**src/rtl/multicycle_control.sv**
```systemverilog
// Multi-cycle MIPS control FSM: sequences fetch/decode/execute/memory/writeback and
// drives datapath selects and enables every cycle, stalling on the memory handshake.
module multicycle_control #(
    parameter int unsigned OPCODE_W    = 6,
    parameter bit          ENABLE_ADDI = 1'b1,
    parameter bit          ENABLE_JUMP = 1'b1
) (
    input  logic                clk,
    input  logic                reset,
    input  logic [OPCODE_W-1:0] opcode,
    input  logic                zero,
    input  logic                mem_ready,
    output logic                mem_req,
    output logic                IorD,
    output logic                MemRead,
    output logic                MemWrite,
    output logic                IRWrite,
    output logic                MemtoReg,
    output logic                RegDst,
    output logic                RegWrite,
    output logic                ALUSrcA,
    output logic [1:0]          ALUSrcB,
    output logic [1:0]          ALUOp,
    output logic [1:0]          PCSource,
    output logic                PCWrite,
    output logic                PCWriteCond,
    output logic                illegal,
    output logic                instr_done,
    output logic [3:0]          state
);

    typedef enum logic [3:0] {
        StFetch  = 4'd0,
        StDecode = 4'd1,
        StMemAdr = 4'd2,
        StMemRd  = 4'd3,
        StMemWb  = 4'd4,
        StMemWr  = 4'd5,
        StExec   = 4'd6,
        StAluWb  = 4'd7,
        StBranch = 4'd8,
        StAddiEx = 4'd9,
        StAddiWb = 4'd10,
        StJump   = 4'd11
    } state_e;

    localparam logic [OPCODE_W-1:0] OpR    = OPCODE_W'(0);
    localparam logic [OPCODE_W-1:0] OpLw   = OPCODE_W'(35);
    localparam logic [OPCODE_W-1:0] OpSw   = OPCODE_W'(43);
    localparam logic [OPCODE_W-1:0] OpBeq  = OPCODE_W'(4);
    localparam logic [OPCODE_W-1:0] OpAddi = OPCODE_W'(8);
    localparam logic [OPCODE_W-1:0] OpJ    = OPCODE_W'(2);

    state_e state_q, state_d;
    logic   is_store_q, is_store_d;
    logic   op_mem, op_r, op_beq, op_addi, op_j, op_legal;

    // Branch outcome is applied by the datapath; the FSM never looks at zero.
    logic unused_zero;
    assign unused_zero = zero;

    assign op_mem   = (opcode == OpLw) || (opcode == OpSw);
    assign op_r     = (opcode == OpR);
    assign op_beq   = (opcode == OpBeq);
    assign op_addi  = ENABLE_ADDI && (opcode == OpAddi);
    assign op_j     = ENABLE_JUMP && (opcode == OpJ);
    assign op_legal = op_mem || op_r || op_beq || op_addi || op_j;

    always_ff @(posedge clk) begin
        if (reset) begin
            state_q    <= StFetch;
            is_store_q <= 1'b0;
        end else begin
            state_q    <= state_d;
            is_store_q <= is_store_d;
        end
    end

    always_comb begin
        state_d    = state_q;
        is_store_d = is_store_q;
        case (state_q)
            StFetch:  if (mem_ready) state_d = StDecode;
            StDecode: begin
                // lw/sw choice is captured here so MEMADR does not depend on the IR later.
                is_store_d = (opcode == OpSw);
                if (op_mem)       state_d = StMemAdr;
                else if (op_r)    state_d = StExec;
                else if (op_beq)  state_d = StBranch;
                else if (op_addi) state_d = StAddiEx;
                else if (op_j)    state_d = StJump;
                else              state_d = StFetch;
            end
            StMemAdr: state_d = is_store_q ? StMemWr : StMemRd;
            StMemRd:  if (mem_ready) state_d = StMemWb;
            StMemWb:  state_d = StFetch;
            StMemWr:  if (mem_ready) state_d = StFetch;
            StExec:   state_d = StAluWb;
            StAluWb:  state_d = StFetch;
            StBranch: state_d = StFetch;
            StAddiEx: state_d = StAddiWb;
            StAddiWb: state_d = StFetch;
            StJump:   state_d = StFetch;
            default:  state_d = StFetch;
        endcase
    end

    always_comb begin
        mem_req     = 1'b0;
        IorD        = 1'b0;
        MemRead     = 1'b0;
        MemWrite    = 1'b0;
        IRWrite     = 1'b0;
        MemtoReg    = 1'b0;
        RegDst      = 1'b0;
        RegWrite    = 1'b0;
        ALUSrcA     = 1'b0;
        ALUSrcB     = 2'd0;
        ALUOp       = 2'd0;
        PCSource    = 2'd0;
        PCWrite     = 1'b0;
        PCWriteCond = 1'b0;
        illegal     = 1'b0;
        instr_done  = 1'b0;
        case (state_q)
            StFetch: begin
                mem_req = 1'b1;
                MemRead = 1'b1;
                ALUSrcB = 2'd1;
                IRWrite = mem_ready;
                PCWrite = mem_ready;
            end
            StDecode: begin
                ALUSrcB = 2'd3;
                illegal = !op_legal;
            end
            StMemAdr: begin
                ALUSrcA = 1'b1;
                ALUSrcB = 2'd2;
            end
            StMemRd: begin
                mem_req = 1'b1;
                MemRead = 1'b1;
                IorD    = 1'b1;
            end
            StMemWb: begin
                RegWrite   = 1'b1;
                MemtoReg   = 1'b1;
                instr_done = 1'b1;
            end
            StMemWr: begin
                mem_req    = 1'b1;
                MemWrite   = 1'b1;
                IorD       = 1'b1;
                instr_done = mem_ready;
            end
            StExec: begin
                ALUSrcA = 1'b1;
                ALUOp   = 2'd2;
            end
            StAluWb: begin
                RegWrite   = 1'b1;
                RegDst     = 1'b1;
                instr_done = 1'b1;
            end
            StBranch: begin
                ALUSrcA     = 1'b1;
                ALUOp       = 2'd1;
                PCSource    = 2'd1;
                PCWriteCond = 1'b1;
                instr_done  = 1'b1;
            end
            StAddiEx: begin
                ALUSrcA = 1'b1;
                ALUSrcB = 2'd2;
            end
            StAddiWb: begin
                RegWrite   = 1'b1;
                instr_done = 1'b1;
            end
            StJump: begin
                PCSource   = 2'd2;
                PCWrite    = 1'b1;
                instr_done = 1'b1;
            end
            default: ;
        endcase
    end

    assign state = state_q;

endmodule

```
**config.mk**
```make
export PLATFORM = sky130hd
export DESIGN_NAME = multicycle_control
export DESIGN_NICKNAME = d
export VERILOG_FILES = /design/src/rtl/multicycle_control.sv
export SDC_FILE = /design/constraint.sdc
export NUM_CORES = 1
export LEC_CHECK = 0
export ABC_AREA = 1
export CAP_MARGIN = 20
export CORE_MARGIN = 2
export CORE_UTILIZATION = 40
export DETAILED_ROUTE_END_ITERATION = 10
export PLACE_DENSITY_LB_ADDON = 0.2
export SYNTH_ARGS = -nofsm -noshare
export SYNTH_HDL_FRONTEND = slang
export SYNTH_SLANG_ARGS = --single-unit
```
**constraint.sdc**
```tcl
create_clock -name clk -period 2.71 [get_ports clk]
set_input_delay 0.542 -clock clk [delete_from_list [all_inputs] [get_ports clk]]
set_output_delay 0.542 -clock clk [all_outputs]
set_load 0.005 [all_outputs]
```
==> metrics <==
run status=completed; Max Buffers Root-to-Sink=2; FF/Latch Area=100 um^2; flops & latches, synth=5; P&R area growth vs syn=58.4%; clk_skew=0.00606 ns; Lkg Pwr=0.000475 uW; Async SR Flop Fraction=0%; via count=734; Peak VDD IR=0.000253 V; unrepaired setup endpoints after global routing=false; Die X=42.6 um; fin worst setup slack=0.128 ns; critical-path maximum fanout=3; Critical-path top delay cell=clkdlybuf4s50_1; DRT iter0 DRCs=11; Max Fclk=387 MHz; first-pass GRT wire length=2.64 mm; CP dominant cell by count=nor2_1; Hold WS=0.487 ns; Yosys warning total=0; die height=42.6 um; Clk pwr share=30.8%; final hold viol count=0; Distinct cells, synth=20; Initial Util=44.1%; Int Pwr=194 uW; most common cell in the netlist=nand2_1; instance count of the mapped netlist=105; Avg WL per Cell=10.3 um; # port buffers=31; final setup vio count=0; Clk Tree Root Cell=clkbuf_4; slew at the pin closest to its max-slew limit=0.286 ns; Placer Congestion=0.863; Final nets=150; CTS Hold Buffers Added=0; TNS Setup=0 ns; GR Util All Layers=18.8%; period utilization=95.3%; Post-synth top cells=nand2_1, nor2_1, inv_1; Max Cap Viol=0; antenna violations before repair=0; synth top area cells=dfxtp_1, nand2_1, nor2_1; drt total wl=1.58 mm; fin crit period=2.58 ns; Synth Flop Type=dfxtp_1; cell row count=13; Post-CTS Resized=0; antenna-violating nets left=0; switch share=31.9%; sequential share of power=29.5%; full die area=1810 um^2; n_diodes=0; setup repair bufs after CTS=0; CTS tree=built; post-DP HPWL=1.32 mm; Worst Path Buf+Inv=3; Gate power share=39.7%; share of layout cells above drive strength 1=17.3%; core region area=1350 um^2; Worst-path clk slew=0.04 ns; drt drc=0; Seq/Total Area, Yosys=16.8%; vias in the first global route=645; worst stage delay on the critical path=0.43 ns; Final Max Tran Viols=0; area of the multi-input gates=394 um^2; Critical Path AT=2.04 ns; CP Cell Sequence=clkdlybuf4s50_1 -> nor2_1 -> nand2_1 -> nor2_1 -> inv_1 -> nand3_1 -> nor2_1 -> clkdlybuf4s50_1; Via density=4.77; cts bufs inserted=3; CP startpoint kind=input port; Hold Crit Class=flip-flop to flip-flop; IO Count=33; CP top delay family=buffers and inverters; pre-CTS setup slack=0.128 ns; first-pass iteration count of the detailed router=4; Overflow after GRT=0; cell taking the most area after synthesis=dfxtp_1; fillcell total=133; endpoint class of the critical path=primary output; post-synth top area share=16.8%; CTS H-tree depth=1; pin count of the biggest net entering global routing=8; clk_lat worst skew=0.24 ns; Final Core Density=69.9%; synthesized cell area=596 um^2; Setup CP Type=input port to primary output; Slew headroom=80.9%; Post-synth EDFFs=0; Num Clock Sinks=5; NetSw=91.0 uW; pwr dens=302 nW/um^2; syn_area_per_cell=5.67 um^2; Syn Nets=115; Critical Path RT=2.17 ns
worst register-to-register path: stages (launching register included):
cell	delay [ns]
dfxtp_1	0.44
inv_1	0.08
nand2_2	0.10
inv_2	0.06
nand2_2	0.08
nand2_1	0.06
a21oi_1	0.11
nand3_1	0.10
nand2_1	0.06
inv_1	0.03
kinds of logic (layout without fill, tap and decap cells):
group                  Yosys count  in the layout  share of synthesized area, %
AND/OR/NAND/NOR                 66             66                          57.6
buffers and inverters           26             60                          17.0
AO/OA/AOI/OAI                    8              8                          8.62
flip-flops                       5              5                          16.8
registers in the layout, indices dropped and copies added (netlist names):
| signal | cells |
|---|---|
| state | 4 |
| is_store_q | 1 |
metrics by stage:
stage                     power (uW)  area (um^2)  cells
after floorplan                  142          596    105
after global placement           197          917    150
after detailed placement         198          917    150
after CTS                        292          943    154
after global routing             308          943    154
final                            285          943    154
cell usage in the layout, fill, tap and decap left out, types with 2 or more instances in the layout:
cell,n
nand2_4,4
dfxtp_1,5
nand2_1,21
clkdlybuf4s50_1,31
a21oi_1,4
inv_2,7
nand2_2,4
clkbuf_4,3
inv_1,18
nor2_4,2
nand3_1,10
nor2_1,19
nor2_2,2
final cells by class:
type,instances,share of cell area (%)
Multi-Input combinational cell,74,41.8
Timing Repair Buffer,31,32.9
Sequential cell,5,10.6
Inverter,25,9.95
Clock buffer,4,2.79
Tap cell,15,1.99
metal layers:
metal / part of all wire, % / wire length, um / GRT usage (%) / vias up
li1: - / - / - / 384
met1: 45 / 719 / 23.7 / 328
met2: 49 / 781 / 30.8 / 22
met3: 5.2 / 83 / 2.59 / 0
met4: 0 / 0 / 9.38 / 0
met5: 0 / 0 / 0 / -
final timing paths:
kind                 to  slack [ns]  cells past startpoint        from
max             illegal        0.13                      8   opcode[4]
min          is_store_q        0.49                      2  is_store_q
max reg2reg    state[1]        1.47                      9    state[1]
min reg2reg  is_store_q        0.49                      2  is_store_q
power by group through the flow:
stage	registers, uW	clock network (uW)	logic, uW
floorplan	84.5	0	57.7
global placement	85.3	0	111
detailed placement	85.2	0	113
CTS	83.9	94.1	114
global route	85.4	98.0	124
finish	84.2	87.9	113
No activity file was read; power rests on OpenSTA's default activity.
